<file path="config.mk">
export PLATFORM = sky130hd
export DESIGN_NAME = logic_unit_pipe
export DESIGN_NICKNAME = d
export VERILOG_FILES = /design/src/rtl/logic_unit_pkg.sv /design/src/rtl/logic_unit_fifo.sv /design/src/rtl/logic_unit_pipe.sv
export SDC_FILE = /design/constraint.sdc
export NUM_CORES = 1
export LEC_CHECK = 0
export BUFFER_PORTS_ARGS = -buffer_cell sky130_fd_sc_hd__clkbuf_2
export CELL_PAD_IN_SITES_DETAIL_PLACEMENT = 0
export CELL_PAD_IN_SITES_GLOBAL_PLACEMENT = 2
export CORE_MARGIN = 2
export CORE_UTILIZATION = 41
export CTS_CLUSTER_DIAMETER = 150
export CTS_CLUSTER_SIZE = 12
export DETAILED_ROUTE_END_ITERATION = 10
export GPL_ROUTABILITY_DRIVEN = 0
export GPL_TIMING_DRIVEN = 1
export PLACE_DENSITY_LB_ADDON = 0.15
export SETUP_SLACK_MARGIN = 0.3
export SYNTH_ARGS = -nofsm -noshare
export SYNTH_HDL_FRONTEND = slang
export SYNTH_SLANG_ARGS = --single-unit
</file>
<file path="constraint.sdc">
create_clock -name clk -period 3.5 [get_ports clk]
set_clock_uncertainty 0.05 [all_clocks]
set_input_delay 0.525 -clock clk [delete_from_list [all_inputs] [get_ports clk]]
set_output_delay 0.525 -clock clk [all_outputs]
set_load 0.05 [all_outputs]
</file>
<file path="src/rtl/logic_unit_pkg.sv">
// Shared types and helpers for the registered bitwise logic unit.
// Holds the op-code enum and the per-bit operation applied across any WIDTH.
package logic_unit_pkg;

  typedef enum logic [2:0] {
    OP_AND   = 3'b000,
    OP_OR    = 3'b001,
    OP_XOR   = 3'b010,
    OP_XNOR  = 3'b011,
    OP_NAND  = 3'b100,
    OP_NOR   = 3'b101,
    OP_NOT_A = 3'b110,
    OP_ANDN  = 3'b111
  } op_e;

  // One bit of f(op,a,b); callers loop this over WIDTH so any width is supported.
  function automatic logic lu_bit(input op_e op, input logic a, input logic b);
    logic r;
    case (op)
      OP_AND:   r = a & b;
      OP_OR:    r = a | b;
      OP_XOR:   r = a ^ b;
      OP_XNOR:  r = ~(a ^ b);
      OP_NAND:  r = ~(a & b);
      OP_NOR:   r = ~(a | b);
      OP_NOT_A: r = ~a;
      OP_ANDN:  r = a & ~b;
      default:  r = 1'b0;
    endcase
    return r;
  endfunction

endpackage

</file>
<file path="src/rtl/logic_unit_fifo.sv">
// Generic synchronous FIFO: W-bit entries, DEPTH (power of two) slots.
// Head data reads as zero while empty so stale slots never leak out.
module logic_unit_fifo #(
  parameter int W     = 8,
  parameter int DEPTH = 4
) (
  input  logic                     clk,
  input  logic                     rst_n,
  input  logic                     push,
  input  logic                     pop,
  input  logic [W-1:0]             wdata,
  output logic                     full,
  output logic                     empty,
  output logic [$clog2(DEPTH):0]   count,
  output logic [W-1:0]             rdata
);

  localparam int AW = $clog2(DEPTH);
  localparam int CW = AW + 1;
  localparam logic [CW-1:0] DEPTH_C = CW'(DEPTH);

  logic [W-1:0]  mem_r [DEPTH];
  logic [AW-1:0] wr_ptr_r;
  logic [AW-1:0] rd_ptr_r;
  logic [CW-1:0] count_r;
  logic          do_push_s;
  logic          do_pop_s;

  assign full      = (count_r == DEPTH_C);
  assign empty     = (count_r == {CW{1'b0}});
  assign count     = count_r;
  assign do_push_s = push & ~full;
  assign do_pop_s  = pop & ~empty;

  // Storage, pointers and occupancy; pointers wrap naturally at DEPTH.
  always_ff @(posedge clk or negedge rst_n) begin
    if (!rst_n) begin
      for (int i = 0; i < DEPTH; i++) begin
        mem_r[i] <= '0;
      end
      wr_ptr_r <= '0;
      rd_ptr_r <= '0;
      count_r  <= '0;
    end else begin
      if (do_push_s) begin
        mem_r[wr_ptr_r] <= wdata;
        wr_ptr_r        <= wr_ptr_r + AW'(1'b1);
      end
      if (do_pop_s) begin
        rd_ptr_r <= rd_ptr_r + AW'(1'b1);
      end
      case ({do_push_s, do_pop_s})
        2'b10:   count_r <= count_r + CW'(1'b1);
        2'b01:   count_r <= count_r - CW'(1'b1);
        default: count_r <= count_r;
      endcase
    end
  end

  // Head presentation, masked while empty.
  always_comb begin
    if (empty) begin
      rdata = '0;
    end else begin
      rdata = mem_r[rd_ptr_r];
    end
  end

endmodule

</file>
<file path="src/rtl/logic_unit_pipe.sv">
// Registered bitwise logic unit with valid/ready in, result FIFO, valid/ready out.
// Define LOGIC_UNIT_REDUCE_EN to also store and present parity and zero flags.
module logic_unit_pipe #(
  parameter int WIDTH = 8,
  parameter int DEPTH = 4
) (
  input  logic                   clk,
  input  logic                   rst_n,
  input  logic                   in_valid,
  output logic                   in_ready,
  input  logic [WIDTH-1:0]       a,
  input  logic [WIDTH-1:0]       b,
  input  logic [2:0]             op,
  output logic                   out_valid,
  input  logic                   out_ready,
  output logic [WIDTH-1:0]       y,
  output logic                   y_parity,
  output logic                   y_zero,
  output logic [$clog2(DEPTH):0] count
);

  import logic_unit_pkg::*;

  localparam int CW = $clog2(DEPTH) + 1;
  localparam logic [CW-1:0] DEPTH_C = CW'(DEPTH);
`ifdef LOGIC_UNIT_REDUCE_EN
  localparam int EW = WIDTH + 2;
`else
  localparam int EW = WIDTH;
`endif

  function automatic logic parity_of(input logic [WIDTH-1:0] v);
    return ^v;
  endfunction

  logic             in_ready_r;
  op_e              op_s;
  logic [WIDTH-1:0] res_s;
  logic [EW-1:0]    wdata_s;
  logic [EW-1:0]    rdata_s;
  logic             push_s;
  logic             pop_s;
  logic             full_s;
  logic             empty_s;
  logic [CW-1:0]    count_s;
  logic [CW-1:0]    count_nxt_s;

  // Result computed from live operands; only the result is ever stored.
  always_comb begin
    op_s  = op_e'(op);
    res_s = '0;
    for (int i = 0; i < WIDTH; i++) begin
      res_s[i] = lu_bit(op_s, a[i], b[i]);
    end
  end

  assign push_s = in_valid & in_ready_r & ~full_s;
  assign pop_s  = out_ready & ~empty_s;

  // Occupancy after this edge, used to register in_ready without out_ready in its path.
  always_comb begin
    case ({push_s, pop_s})
      2'b10:   count_nxt_s = count_s + CW'(1'b1);
      2'b01:   count_nxt_s = count_s - CW'(1'b1);
      default: count_nxt_s = count_s;
    endcase
  end

  // in_ready is low through reset and rises on the first edge after release.
  always_ff @(posedge clk or negedge rst_n) begin
    if (!rst_n) begin
      in_ready_r <= 1'b0;
    end else begin
      in_ready_r <= (count_nxt_s < DEPTH_C);
    end
  end

  // Entry packing and head unpacking for the configured entry layout.
  always_comb begin
`ifdef LOGIC_UNIT_REDUCE_EN
    wdata_s  = {(res_s == {WIDTH{1'b0}}), parity_of(res_s), res_s};
    y        = rdata_s[WIDTH-1:0];
    y_parity = rdata_s[WIDTH];
    y_zero   = rdata_s[WIDTH+1];
`else
    wdata_s  = res_s;
    y        = rdata_s;
    y_parity = 1'b0;
    y_zero   = 1'b0;
`endif
  end

  logic_unit_fifo #(
    .W     (EW),
    .DEPTH (DEPTH)
  ) u_fifo (
    .clk   (clk),
    .rst_n (rst_n),
    .push  (push_s),
    .pop   (pop_s),
    .wdata (wdata_s),
    .full  (full_s),
    .empty (empty_s),
    .count (count_s),
    .rdata (rdata_s)
  );

  assign in_ready  = in_ready_r;
  assign out_valid = ~empty_s;
  assign count     = count_s;

endmodule

</file>
== After elaboration in Yosys (flattened, before gate mapping) ==
Index checks and enable logic that the tools add are counted.
Storage, ports and cells
  register bits: 40
  word-level logic and storage cells: 130
  input bits: 23
Operators by class
  magnitude comparators: 4
  equality and inequality tests: 12
  bitwise logic cells: 81
  reductions and logical operators: 4
  mux-type cells: 17
  add/sub/neg operators: 4
Operators by type and width (number)
  $pmux W1 S8: 8
  $not A1 Y1: 42
  $bwmux W32: 1
  $mux W8: 4
  $and A1 B1 Y1: 21
  $bmux W8 S2: 1
  $demux W8 S2: 1
  $eq A3 B3 Y1 const B: 5
  $pmux W3 S2: 2
  $or A1 B1 Y1: 8
  $xor A1 B1 Y1: 8
  $eq A3 B2 Y1 const B: 2
  $ge A3 B3 Y1 const B: 2
  $logic_not A3 Y1: 2
  $not A2 Y3: 2
  $add A2 B1 Y2 const B: 2
  $eq A2 B1 Y1 const B: 2
  $eq A2 B2 Y1 const B: 2
  $add A3 B1 Y3 const B: 1
  $eq A3 B1 Y1 const B: 1
  $lt A3 B1 Y1 const B: 1
  $lt A3 B3 Y1 const B: 1
  $sub A3 B1 Y3 const B: 1
  $reduce_bool A2 Y1: 1
  $logic_and A1 B1 Y1: 1

== Logic depth before layout (Yosys ltp) ==
Gate-level depths: netlist of the first run.
  depth in word-level cells: 6
  depth in mapped cells: 9
  gate-level depth less buffers: 9

== By module ==
A second synthesis of the first run with hierarchy kept.
Second synthesis, totals
  cells, all modules: 279
  area, all modules: 2917.8 um^2
Modules (own cells, without submodules)
  logic_unit_fifo: area an instance 1841.8 um^2, seq. area each 975.9 um^2, cells an instance 124, times used 1
  logic_unit_pipe: area an instance 1076.0 um^2, seq. area each 25.0 um^2, cells an instance 155, times used 1

== Worst setup path after synthesis of the first run ==
Ideal clock, no wire load.
  path type: reg2out
  start point: register u_fifo.count_r[0] (netlist: u_fifo.count[0])
  end point: output port y[0]
  data required time: 2925 ps
  buffers on the path: 1
  arrival time: 2195 ps
  slack: 730 ps
  cell stages (with the launch flop): 6
  cell sequence: dfrtp_1 > inv_1 > ha_1 > nand2_1 > clkbuf_1 > and2_1
On the way
  longest elaborated chain between the ends: 2
RTL lines
  from (decl): line logic_unit_fifo.sv:25  | logic [CW-1:0] count_r;
  from (signal assigned): line logic_unit_fifo.sv:53  | 2'b10: count_r <= count_r + CW'(1'b1);
  from (signal assigned): line logic_unit_fifo.sv:54  | 2'b01: count_r <= count_r - CW'(1'b1);
  from (signal assigned): line logic_unit_fifo.sv:55  | default: count_r <= count_r;
  $logic_not A3 Y1: line logic_unit_fifo.sv:30  | assign empty = (count_r == {CW{1'b0}});
  $mux W8: line logic_unit_fifo.sv:62  | if (empty) begin
  to (decl): line logic_unit_pipe.sv:16  | output logic [WIDTH-1:0] y,
Every way passes these cells.

== Worst setup path in the final report of the first run ==
  start point: register u_fifo.rd_ptr_r[0]
  end point: output port y[3]
On the way
  longest elaborated chain between the ends: 5
RTL lines
  from (decl): line logic_unit_fifo.sv:24  | logic [AW-1:0] rd_ptr_r;
  from (signal assigned): line logic_unit_fifo.sv:50  | rd_ptr_r <= rd_ptr_r + AW'(1'b1);
  $not A2 Y3 (implied by the code): line logic_unit_fifo.sv:65  | rdata = mem_r[rd_ptr_r];
  $bmux W8 S2: line logic_unit_fifo.sv:65
  $mux W8 (implied by the code) (2 in a row): line logic_unit_fifo.sv:65
  $mux W8: line logic_unit_fifo.sv:62
Every way passes these cells. The select of a mux whose other input is x is not followed.

==> results of run 1 <==
-- layer usage --
layer,GRT usage,share of wire
met3,0.0259,0.028
met1,0.207,0.49
met4,0.0538,0.016
met5,0,0
met2,0.249,0.46
-- how the worst max path moves through the flow --
stage | startpoint | endpoint | cells past startpoint
after floorplan | u_fifo.count[0]$_DFFE_PN0P_ | y[0] | 5
after global placement | op[2] | u_fifo.mem_r[4]$_DFFE_PN0P_ | 5
after detailed placement | op[2] | u_fifo.mem_r[20]$_DFFE_PN0P_ | 5
after CTS | u_fifo.rd_ptr_r[0]$_DFFE_PN0P_ | y[3] | 3
after global routing | u_fifo.rd_ptr_r[0]$_DFFE_PN0P_ | y[3] | 3
final | u_fifo.rd_ptr_r[0]$_DFFE_PN0P_ | y[3] | 3
-- kinds of logic (layout without fill, tap and decap cells) --
family                   after synthesis  after routing  share of synthesized area
AND/OR/NAND/NOR                       69             69                      0.131
AO/OA/AOI/OAI                         54             54                      0.142
buffers and inverters                 43             69                     0.0711
flip-flops                            40             40                      0.327
multiplexers                          39             39                      0.172
adder cells (fa/ha/maj)               34             34                      0.139
XOR/XNOR                               6              6                     0.0172
other                                  1              2                    0.00122
-- synthesized netlist by cell type, drive strengths merged (2+ instances only) --
master	count
ha	34
nand2	16
buf	15
clkbuf	2
mux4	8
mux2i	3
nand3	3
o311ai	4
nor2	19
nand2b	3
a31oi	8
xnor2	6
a211oi	4
nor2b	2
inv	26
dfrtp	40
a22oi	4
or2	3
a311o	2
o21ai	17
a221oi	2
and2	17
a21oi	6
o2111ai	4
mux2	28
-- worst max-delay path, delay by kind of cell, from the launching register on --
| kind | cells | cell delay, ns |
|---|---|---|
| flip-flops | 1 | 0.74 |
| buffers and inverters | 1 | 0.23 |
| multiplexers | 1 | 0.60 |
| AND/OR/NAND/NOR | 1 | 0.17 |
-- state kept, by name, summed over array words and instances, names as in the netlist --
| register | flops |
|---|---|
| u_fifo.count | 3 |
| u_fifo.mem_r | 32 |
| in_ready | 1 |
| u_fifo.wr_ptr_r | 2 |
| u_fifo.rd_ptr_r | 2 |
-- cell usage in the layout, fill, tap and decap left out, types with 2 or more instances in the layout --
cell / Yosys / layout
clkbuf_2: 0 / 35
a211oi_1: 4 / 4
nand2_1: 16 / 16
nand3_1: 3 / 3
clkbuf_8: 0 / 5
a221oi_2: 2 / 2
nor2b_1: 2 / 2
or2_2: 3 / 3
and2_1: 14 / 14
dfrtp_1: 40 / 40
o21ai_0: 13 / 13
nor2_1: 11 / 11
a31oi_2: 4 / 4
a21oi_2: 2 / 2
o21ai_1: 4 / 4
and2_2: 2 / 2
inv_1: 25 / 25
a311o_1: 2 / 2
mux2_2: 28 / 28
nor2_4: 6 / 6
nor2_2: 2 / 2
conb_1: 1 / 2
clkinv_2: 0 / 2
xnor2_1: 6 / 6
a21oi_1: 4 / 4
a31oi_1: 4 / 4
o2111ai_2: 4 / 4
mux4_2: 8 / 8
a22oi_1: 4 / 4
ha_1: 34 / 34
nand2b_1: 3 / 3
o311ai_1: 4 / 4
mux2i_1: 3 / 3
-- through the flow --
stage,util,hold WS [ns],setup slack [ns]
finish,0.460,0.321,0.897
global route,0.460,0.406,0.774
CTS,0.460,0.371,0.862
detailed placement,0.447,0.426,1.07
global placement,0.447,0.412,1.09
floorplan,-,0.179,0.730
-- final cells by class --
class | count | share of cell area
clock inverters | 3 | 0.00563
multi-input cells | 204 | 0.554
flip-flops and latches | 40 | 0.300
clock buffers | 5 | 0.0206
inverters | 26 | 0.0293
repair buffers | 35 | 0.0526
well taps | 99 | 0.0372
-- power by group --
group	leakage, nW	switching, mW	internal, mW
combinational	1.00	0.873	0.590
sequential	0.484	0.182	0.694
clock	0.0479	0.165	0.139
==> results by group, run 1 <==
Run status
  – Status: complete, no violations

Route
  – Remaining DRCs: 0
  – Initial DRT Pass Iterations: 4
  – WL per Instance: 14.4 um
  – Drt initial violations: 35
  – Vias: between 2000 and 2500
  – Drt via density: 5.11
  – Final WL: 5920 um
  – Post-route ant nets: 0

Clock network
  – CTS tree: yes
  – Total clock sinks: 40
  – Clk slew on worst S/H paths: 0.09 ns
  – Setup bufs post-CTS: 0
  – Total CTS buffers: 5
  – CTS root buf: clkbuf_8
  – Clock Latency Late Sink: between 0.2 and 0.3 ns
  – Hold-fix buffers at CTS: 0
  – H-Tree Level Count: 2
  – CTS-repair resized insts: 0
  – Clk buf depth: 2

Placed design
  – IO buf count: 35
  – Placed Area: roughly 3200 um^2
  – Placed cells: 404
  – Dpl hpwl: 4400 um

Setup path
  – FF-to-FF Start: u_fifo.count[0]$_DFFE_PN0P_
  – Reg2reg path depth: 9
  – R2R Path End: in_ready$_DFF_PN0_
  – WP data arrival: ~2 ns
  – Critical Path Start Type: flip-flop
  – R2R setup slack: 1.34 ns
  – Peak fanout along the critical path: 10
  – CP Capture Type: primary output
  – Setup Crit Path Kind: reg -> out
  – CP cell instances: mux4_2 > and2_1 > clkbuf_2
  – Worst-path cell with the longest stage delay: dfrtp_1
  – Delay of the slowest cell on the worst path: 0.74 ns
  – Critical Path RT: between 2 and 3 ns

Pwr
  – Total Power: 2.64 mW
  – Worst vdd ir: 0.222 mV
  – P_leak: 1.53 nW
  – Cell Pwr Density: 793 nW/um^2

Floorplan
  – FP Rows: 31
  – Initial Utilization: 0.422
  – Core Area: between 7000 and 8000 um^2
  – Die Area: between 8000 and 9000 um^2
  – Die height: 90.4 um
  – Die W: 90.4 um
  – Num ports: 38

Logic synthesis
  – Sequential area share after synthesis: 0.327
  – Synth Cell Area: roughly 3100 um^2
  – Mapped Cells: 286
  – FF+latch count, synth: 40
  – Ys Warns: 0
  – Predominant post-synthesis flop cell: dfrtp_1
  – Post-synth top area share: 0.327
  – FFs w/ async S/R, synth: 1.00
  – Synth top area cells: dfrtp_1 33%, ha_1 14%, mux2_2 10%
  – Synth cell types: 45
  – Yosys top cell by area: dfrtp_1
  – EDFF count, synth: 0
  – Syn avg cell area: 10.7 um^2

Cells and area
  – Final instance area: ~3300 um^2
  – Share of cells above drive strength 1: 0.342
  – Antenna Cells: 0
  – Multi-input logic area: between 1500 and 2000 um^2
  – # fillers: 718
  – Reg area: roughly 1000 um^2
  – Finished Layout Cells: 412
  – P&R area growth vs syn: 8.82%
  – Layout Nets: 369

Timing
  – Hold Violations, Final: 0
  – Final TNS setup: 0 ns
  – Final period util: 0.744
  – Worst slew pin tran: about 0.98 ns
  – Max-slew violation count: 0
  – Fmax achieved: 384 MHz
  – Slew HR: 0.346
  – RSZ-0062 raised after global routing: no
  – Endpoints failing setup: 0
  – Minimum clock period: 2.60 ns

Global route
  – Total gr overflow: 0
  – Global-route wire length before repair: 10000 um
  – Gr usage total: 0.153
  – Largest net degree at the start of global routing: 41
  – Initial antenna violation count: 0
  – Vias in the first global route: 1999

Hold path
  – HP Class: in -> async

Run
  – Maximum Capacitance Violations: 0
Power figures use the tool's default switching activity.
==> run 2, diff against run 1 <==
--- a/config.mk
+++ b/config.mk
@@ -9,7 +9,7 @@
 export CELL_PAD_IN_SITES_DETAIL_PLACEMENT = 0
 export CELL_PAD_IN_SITES_GLOBAL_PLACEMENT = 2
 export CORE_MARGIN = 2
-export CORE_UTILIZATION = 41
+export CORE_UTILIZATION = 38
 export CTS_CLUSTER_DIAMETER = 150
 export CTS_CLUSTER_SIZE = 12
 export DETAILED_ROUTE_END_ITERATION = 10
==> constraint.sdc (replaced) <==
create_clock -name clk -period 2.6 [get_ports clk]
set_clock_uncertainty 0.05 [all_clocks]
set_input_delay 0.39 -clock clk [delete_from_list [all_inputs] [get_ports clk]]
set_output_delay 0.39 -clock clk [all_outputs]
set_load 0.05 [all_outputs]
==> run 2 against run 1 <==
  * Utilization fell by 1.6 points
  * Cell count rose by 2.9%
  * Power rose by 41%
  * Hold slack improved by 0.016 ns
  * Largest power group unchanged
  * Register-to-register slack got worse by 0.77 ns
  * Highest routed layer unchanged
==> results by group, run 2 (synthesis gave the netlist of run 1 again) <==
Floorplan
  – Num ports: 38
  – Initial Utilization: 0.394
  – FP Rows: 32
  – Die height: 93.8 um
  – Core Area: 7770 um^2
  – Die Area: 8790 um^2
  – Die W: 93.8 um

Setup path
  – CP cell instances: buf_6 > mux4_2 > and2_2 > clkbuf_2
  – Peak fanout along the critical path: 10
  – WP buf/inv: 2
  – Worst-path cell with the longest stage delay: mux4_2
  – Setup Crit Path Kind: reg -> out
  – CP delay by family, top: multiplexers
  – Delay of the slowest cell on the worst path: between 0.5 and 0.6 ns
  – Critical Path Start Type: flip-flop
  – CP Capture Type: primary output
  – WP data arrival: between 1.5 and 2 ns
  – Critical Path RT: 2.16 ns

Placed design
  – Dpl hpwl: 4500 um
  – IO buf count: 35
  – Placed Area: 3320 um^2

Timing
  – Final period util: 0.853
  – Fmax achieved: around 450 MHz
  – Endpoints failing setup: 0
  – Final TNS setup: 0 ns
  – RSZ-0062 raised after global routing: no
  – Max-slew violation count: 0
  – Worst slew pin tran: 0.760 ns
  – Slew HR: 0.493
  – Minimum clock period: 2.22 ns
  – Hold Violations, Final: 0

Route
  – Drt via density: 5.04
  – Drt initial violations: 70
  – WL per Instance: 14.4 um
  – Post-route ant nets: 0
  – Initial DRT Pass Iterations: 4
  – Vias: 2137
  – Final WL: 6090 um
  – Remaining DRCs: 0

Global route
  – Largest net degree at the start of global routing: 34
  – Global-route wire length before repair: roughly 10000 um
  – Gr usage total: 0.146
  – Vias in the first global route: 2046
  – Total gr overflow: 0
  – Initial antenna violation count: 0

Clock network
  – Setup bufs post-CTS: 0
  – CTS root buf: clkbuf_8
  – Clk slew on worst S/H paths: 0.08 ns
  – Total CTS buffers: 5
  – Clock Latency Late Sink: 0.29 ns
  – CTS tree: yes
  – H-Tree Level Count: 2
  – Clk buf depth: 2
  – Total clock sinks: 40

Cells and area
  – # fillers: about 790
  – Most flops, register: u_fifo.mem_r
  – Share of cells above drive strength 1: 0.382
  – Max reg flops: 32
  – Commonest non-fill, non-tap cell in the layout: dfrtp_1
  – Final instance area: approximately 3400 um^2
  – P&R area growth vs syn: 12.5%
  – Antenna Cells: 0
  – Layout Nets: 378
  – Most frequent cells in the layout: 40 x dfrtp_1, 35 x clkbuf_2, 34 x ha_1

Pwr
  – P_leak: 1.59 nW
  – Cell Pwr Density: 1080 nW/um^2
  – Worst vdd ir: 0.332 mV

Hold path
  – HP Class: in -> reg

Run status
  – Status: complete, no violations

Run
  – Maximum Capacitance Violations: 0
## run 2: cell count changes in the layout (fill, tap and decap cells not counted)
cell           delta
and2_1            -8
and2_2            +8
buf_4             +7
buf_6             +1
bufinv_16         +1
clkinv_2          -1
clkinv_4          -1
clkinvlp_4        +1
dlygate4sd3_1     +1
## run 2: routing by layer
layer	track usage	vias up	part of all wire
li1	-	1068	-
met1	0.206	1025	0.51
met2	0.232	39	0.45
met3	0.0201	5	0.028
met4	0.0471	0	0.011
met5	0	-	0
## run 2: layout make-up
type                            count  area, um^2  share of cell area
Timing Repair Buffer               44         249              0.0723
Clock buffer                        5        68.8              0.0200
Tap cell                          102         128              0.0371
Sequential cell                    40        1000               0.291
Clock inverter                      3        42.5              0.0124
Multi-Input combinational cell    204        1860               0.539
Inverter                           26        97.6              0.0283
## run 2: what timing repair did
item,CTS,global route
hold endpoints to repair,6,0
resized for setup,0,1
setup endpoints to repair,0,4
hold buffers,1,0
## run 2: worst reg2reg max path: stages (launching register included)
cell and delay, ns:
dfrtp_1 0.40, inv_1 0.08, ha_1 0.24, a21oi_1 0.36, ha_1 0.39, inv_1 0.11
nand3_1 0.07, o21ai_0 0.16, a21oi_1 0.05
## run 2: worst paths after layout
check,startpoint,endpoint,slack [ns],depth (start not counted)
worst max register to register,u_fifo.count[0]$_DFFE_PN0P_,in_ready$_DFF_PN0_,0.57,8
worst min-delay path,out_ready,u_fifo.rd_ptr_r[1]$_DFFE_PN0P_,0.34,3
worst min register to register,u_fifo.mem_r[30]$_DFFE_PN0P_,u_fifo.mem_r[30]$_DFFE_PN0P_,0.44,2
max in group asynchronous,rst_n,u_fifo.mem_r[25]$_DFFE_PN0P_,1.55,3
min in group asynchronous,rst_n,u_fifo.wr_ptr_r[0]$_DFFE_PN0P_,0.43,2
worst max-delay path,u_fifo.rd_ptr_r[0]$_DFFE_PN0P_,y[3],0.38,4
## run 2: through the flow
stage	power [mW]	instances	setup slack (ns)	hold slack, ns	util
after floorplan	2.80	287	0.371	0.0444	-
after global placement	3.22	415	0.552	0.206	0.427
after detailed placement	3.24	415	0.589	0.207	0.427
after CTS	3.75	424	0.326	0.330	0.443
after global routing	3.97	424	0.319	0.358	0.443
final	3.72	424	0.383	0.338	0.443
## run 2: power breakdown
group | leakage [nW] | internal, mW | switching [mW] | total, mW
combinational | 1.05 | 0.854 | 1.22 | 2.08
clock | 0.0541 | 0.284 | 0.221 | 0.505
sequential | 0.484 | 0.935 | 0.205 | 1.14
